**src/rtl/usb1_ep_pkg.sv**
```systemverilog
// Shared defaults and types for the usb1_core endpoint FIFOs.
package usb1_ep_pkg;

    localparam int unsigned USB1_EP_DW    = 8;
    localparam int unsigned USB1_EP_DEPTH = 64;
    localparam int unsigned USB1_EP_AW    = $clog2(USB1_EP_DEPTH);

    // Fill level for a default-depth FIFO: 0..USB1_EP_DEPTH inclusive
    typedef logic [USB1_EP_AW:0] usb1_ep_lvl_t;

endpackage

```
**src/rtl/usb1_ep_ram.sv**
```systemverilog
// Simple dual-port RAM: one write port, one registered read port with enable.
// The read register is the FIFO's dout; memory contents are never reset.
module usb1_ep_ram #(
    parameter int unsigned DW    = 8,
    parameter int unsigned DEPTH = 64,
    parameter int unsigned AW    = $clog2(DEPTH)
) (
    input  logic          clk_i,
    input  logic          rst_i,
    input  logic          we,
    input  logic [AW-1:0] waddr,
    input  logic [DW-1:0] wdata,
    input  logic          re,
    input  logic [AW-1:0] raddr,
    output logic [DW-1:0] rdata
);

    logic [DW-1:0] mem [DEPTH];

    // Write port
    always_ff @(posedge clk_i) begin
        if (we) begin
            mem[waddr] <= wdata;
        end
    end

    // Registered read port; holds its value when no read is performed
    always_ff @(posedge clk_i or posedge rst_i) begin
        if (rst_i) begin
            rdata <= '0;
        end else if (re) begin
            rdata <= mem[raddr];
        end
    end

endmodule

```
**src/rtl/usb1_ep_fifo.sv**
```systemverilog
// Endpoint byte FIFO between usb1_core and the application: pointers,
// level counter, full/empty handshakes and sticky misuse flags.
module usb1_ep_fifo
    import usb1_ep_pkg::*;
#(
    parameter int unsigned DW    = USB1_EP_DW,
    parameter int unsigned DEPTH = USB1_EP_DEPTH,
    parameter int unsigned AW    = $clog2(DEPTH)
) (
    input  logic          clk_i,
    input  logic          rst_i,
    input  logic          clr_i,
    input  logic [DW-1:0] din,
    input  logic          we,
    output logic          full,
    output logic [DW-1:0] dout,
    input  logic          re,
    output logic          empty,
    output logic [AW:0]   level,
    output logic          ovf,
    output logic          udf
);

    logic [AW-1:0] wp;
    logic [AW-1:0] rp;
    logic [AW:0]   level_nxt;
    logic          wr_ok;
    logic          rd_ok;
    logic          ram_we;
    logic          ram_re;

    // Accept decisions and next fill level; flush overrides any traffic
    always_comb begin
        wr_ok     = we && !full;
        rd_ok     = re && !empty;
        ram_we    = wr_ok && !clr_i;
        ram_re    = rd_ok && !clr_i;
        level_nxt = level;
        if (clr_i) begin
            level_nxt = '0;
        end else if (wr_ok && !rd_ok) begin
            level_nxt = level + (AW+1)'(1);
        end else if (rd_ok && !wr_ok) begin
            level_nxt = level - (AW+1)'(1);
        end
    end

    // Pointers, level, flags; full/empty registered from the next level
    always_ff @(posedge clk_i or posedge rst_i) begin
        if (rst_i) begin
            wp    <= '0;
            rp    <= '0;
            level <= '0;
            full  <= 1'b0;
            empty <= 1'b1;
            ovf   <= 1'b0;
            udf   <= 1'b0;
        end else begin
            level <= level_nxt;
            full  <= (level_nxt == (AW+1)'(DEPTH));
            empty <= (level_nxt == '0);
            if (clr_i) begin
                wp  <= '0;
                rp  <= '0;
                ovf <= 1'b0;
                udf <= 1'b0;
            end else begin
                if (wr_ok) begin
                    wp <= wp + AW'(1);
                end
                if (rd_ok) begin
                    rp <= rp + AW'(1);
                end
                if (we && full) begin
                    ovf <= 1'b1;
                end
                if (re && empty) begin
                    udf <= 1'b1;
                end
            end
        end
    end

    usb1_ep_ram #(
        .DW    (DW),
        .DEPTH (DEPTH),
        .AW    (AW)
    ) u_ram (
        .clk_i (clk_i),
        .rst_i (rst_i),
        .we    (ram_we),
        .waddr (wp),
        .wdata (din),
        .re    (ram_re),
        .raddr (rp),
        .rdata (dout)
    );

endmodule

```
**config.mk**
```make
export PLATFORM = sky130hd
export DESIGN_NAME = usb1_ep_fifo
export DESIGN_NICKNAME = d
export VERILOG_FILES = /design/src/rtl/usb1_ep_pkg.sv /design/src/rtl/usb1_ep_ram.sv /design/src/rtl/usb1_ep_fifo.sv
export SDC_FILE = /design/constraint.sdc
export NUM_CORES = 1
export LEC_CHECK = 0
export BUFFER_PORTS_ARGS = -buffer_cell sky130_fd_sc_hd__buf_2
export CAP_MARGIN = 10
export CORE_MARGIN = 5
export CORE_UTILIZATION = 25
export CTS_CLUSTER_DIAMETER = 50
export CTS_CLUSTER_SIZE = 14
export DETAILED_ROUTE_END_ITERATION = 10
export PLACE_DENSITY = 0.49
export SYNTH_ARGS = -nofsm -noshare
export SYNTH_HDL_FRONTEND = slang
export SYNTH_SLANG_ARGS = --single-unit
```
**constraint.sdc**
```tcl
create_clock -name clk_i -period 4.97 [get_ports clk_i]
set_clock_uncertainty 0.15 [all_clocks]
set_input_delay 0.2485 -clock clk_i [delete_from_list [all_inputs] [get_ports clk_i]]
set_output_delay 0.2485 -clock clk_i [all_outputs]
set_load 0.01 [all_outputs]
```
==> flow_summary.toml <==
[routing]
detail_route.vias_per_cell = 4.66
first_pass_iters = 5
drt_iter0_drc = 1050
drtAntennaViolNets = 0
avgRoutedWirePerCell_um = 23.7
route.vias.total = 10979
route.detailed.drc = 0
route.final.wire_length_um = 55800

[setup_path]
critical_path.reg2reg.startpoint = "rp[0]"
start_kind = "flip-flop"
critPathMaxFanout = 37
required_time_at_the_endpoint_of_the_critical_path_ps = 5310
timing.rr.end = "u_ram.rdata[5]"
reg2reg_slack_ps = 1670
worst-r2r-cell-count = 5
arrival_ps = 3640
setup.worst_path.end_class = "flip-flop"
worst-setup-path-type = "reg2reg"
timing.critical_path.from = "rp[0]"
cp-endpoint = "u_ram.rdata[5]"

[cells_and_area]
num-nets-final = 1194
post_route_cells_drive_above_1_share_pct = 19.7
layout.cells.most_common = "sky130_fd_sc_hd__edfxtp_1"
mostFrequentLayoutCells = "sky130_fd_sc_hd__edfxtp_1 (512), sky130_fd_sc_hd__mux4_2 (92), sky130_fd_sc_hd__nor2_1 (90), sky130_fd_sc_hd__mux2i_1 (56), sky130_fd_sc_hd__clkbuf_16 (53)"
antenna_cells_inserted = 0
layout.filler_cells = 8414
area_growth_syn_to_layout_pct = 14.8

[floorplan]
std_cell_rows = 107
floorplan.initialDensity_pct = 25.3
coreArea_um2 = 85400
die-width_um = 304
die_height_um = 304
design.die.area_um2 = 92300
ios = 32

[synthesis]
synth_top_area_share_pct = 71.2
synth_area_leaders = "sky130_fd_sc_hd__edfxtp_1 (71%), sky130_fd_sc_hd__mux4_2 (9.6%), sky130_fd_sc_hd__dfrtp_1 (3.5%)"
synth-edff-count = 512
yosys_warnings = 0
ys_seq_area_share_pct = 74.8
synth_ff_type = "sky130_fd_sc_hd__edfxtp_1"
synth_area_per_cell_um2 = 19.2
most_area_hungry_cell_type_in_the_yosys_netlist = "sky130_fd_sc_hd__edfxtp_1"
post_synth_inst_count = 1122
synth_cell_types = 56
synth_fp_nets = 1139
ffs_latches_synth = 543
syn-cell-area_um2 = 21600
async_set_reset_flop_share_out_of_synthesis_pct = 5.71

[power]
ir_drop_mv = 0.274
switching_share_pct = 22.9
netSwitchingPower_mw = 2.25
total_power_per_unit_cell_area_nw_per_um2 = 396
share_comb_of_total_power_pct = 6.7
int_pwr_mw = 7.57
power.static_leakage_nw = 7.50
power_frac_clock_pct = 40.6
power_frac_seq_pct = 52.8

[timing]
finalSetupTns_ps = 0
final_ws_setup_ps = 1670
final-setup-viol-count = 0
worstMarginPinSlew_ps = 967
fmax_ghz = 0.303
slew_headroom_pct = 35.3
grt_setup_unrepaired = "no"
final_max_slew_viol_count = 0
timing.final.crit_period_ps = 3300
timing.final.crit_share_pct = 66.4
final-hold-violation-count = 0

[placement]
gp_congestion = 0.787
dp_hpwl_um = 34400
portBuffers = 31
detailedPlace.worstSlack_ps = 1550

[clocking]
cts-root-to-sink-buffers = 3
path_clk_slew_ps = 60
htreeDepth = 2
cts_tree = "built"
cts_made_buffers = 53
insertion_delay_ps = 600
clock-root-buffer = "sky130_fd_sc_hd__clkbuf_16"
post_cts.repair.setup_buffers = 0
cts_sink_count = 543
ctsResizeCount = 0

[global_routing]
grt_pass1_wl_um = 80800
grtUsageTotal_pct = 11.7
grt_overflow = 0
number_of_antenna_violations_at_the_first_check_in_global_routing = 5
grt_start_max_net_pins = 65
grt_pass1_vias = 11043

[outcome]
status = "completed"

[hold_path]
kind_of_path_behind_the_tightest_hold_check = "in2async"

[run]
drv.max_cap_violation_count = 0
==> worst min-delay path by stage <==
stage                            end  slack, ps  depth (start not counted)
detailed placement               ovf        230                          3
floorplan                       full        200                          1
global placement                 ovf        220                          3
CTS                   u_ram.rdata[1]        120                          4
finish                      level[5]        150                          4
global route        u_ram.mem[58][7]        210                          2
==> logic make-up after synthesis <==
family	after synthesis	share of synthesized area, %
mux	168	14.3
xor+xnor	12	0.487
simple gates	201	4.32
fa+ha+maj	4	0.232
flops	543	74.8
compound gates	122	4.01
buf+inv	72	1.83
==> stage by stage <==
| stage | hold WS (ps) | cells | utilization (%) | instance area [µm²] | power [mW] |
|---|---|---|---|---|---|
| finish | 154 | 2355 | 29.0 | 24800 | 9.82 |
| global route | 210 | 2355 | 29.0 | 24800 | 10.2 |
| CTS | 124 | 2355 | 29.0 | 24800 | 9.94 |
| detailed placement | 225 | 2260 | 27.0 | 23000 | 5.94 |
| global placement | 219 | 2260 | 27.0 | 23000 | 5.94 |
| floorplan | 197 | 1122 | - | 21600 | 5.60 |
==> cells in the mapped netlist (all sizes together), types with 4 or more instances <==
master,instances
a22oi,13
mux2i,56
o22ai,8
xnor2,6
ha,4
mux2,5
a211o,6
nand3,13
clkbuf,23
a221oi,14
nand2b,6
nor2b,9
nor3,6
mux4,107
o211ai,7
o21ai,17
xor2,6
nand4,4
dfrtp,30
nand2,37
nor2,90
edfxtp,512
or3,6
buf,40
a21oi,23
and3,8
a211oi,4
o221ai,9
and2,10
inv,7
==> worst max-delay path, stage by stage (launching register included) <==
cell                       delay (ps)
sky130_fd_sc_hd__dfrtp_4          860
sky130_fd_sc_hd__clkinv_1         840
sky130_fd_sc_hd__mux2_2           560
sky130_fd_sc_hd__a221o_1          300
sky130_fd_sc_hd__a32o_1           290
sky130_fd_sc_hd__a31o_1           200
==> layer usage <==
layer	up-vias	track usage (%)	wire (µm)
met5	-	0	0
met4	0	2.88	1160
met3	61	1.87	3310
met2	353	18.0	25500
met1	5875	17.5	25900
li1	4690	-	-
==> power groups by stage <==
stage	logic, mW	registers [mW]	clock network, mW
2_1_floorplan	0.399	5.20	0
3_3_place_gp	0.659	5.28	0
6_report	0.654	5.18	3.99
5_1_grt	0.702	5.19	4.28
3_5_place_dp	0.661	5.28	0
4_1_cts	0.668	5.18	4.09
==> state kept, by name (all words and copies together), names as in the netlist <==
signal,count
level,7
empty,1
full,1
wp,6
u_ram.rdata,8
u_ram.mem,512
rp,6
ovf,1
udf,1
==> timing repair <==
| action | CTS | global route |
|---|---|---|
| hold buffers | 6 | 0 |
| setup endpoints to repair | 0 | 0 |
| hold endpoints to repair | 47 | 0 |
==> area by class of cell <==
cell class | instances | area (µm²) | area share, %
Sequential cell | 543 | 16200 | 65.2
Multi-Input combinational cell | 507 | 5040 | 20.3
Tap cell | 1144 | 1430 | 5.78
Clock buffer | 62 | 1380 | 5.57
Timing Repair Buffer | 63 | 423 | 1.71
Clock inverter | 27 | 314 | 1.27
Inverter | 9 | 33.8 | 0.136
Note: power is estimated with default switching activity, not from simulation.
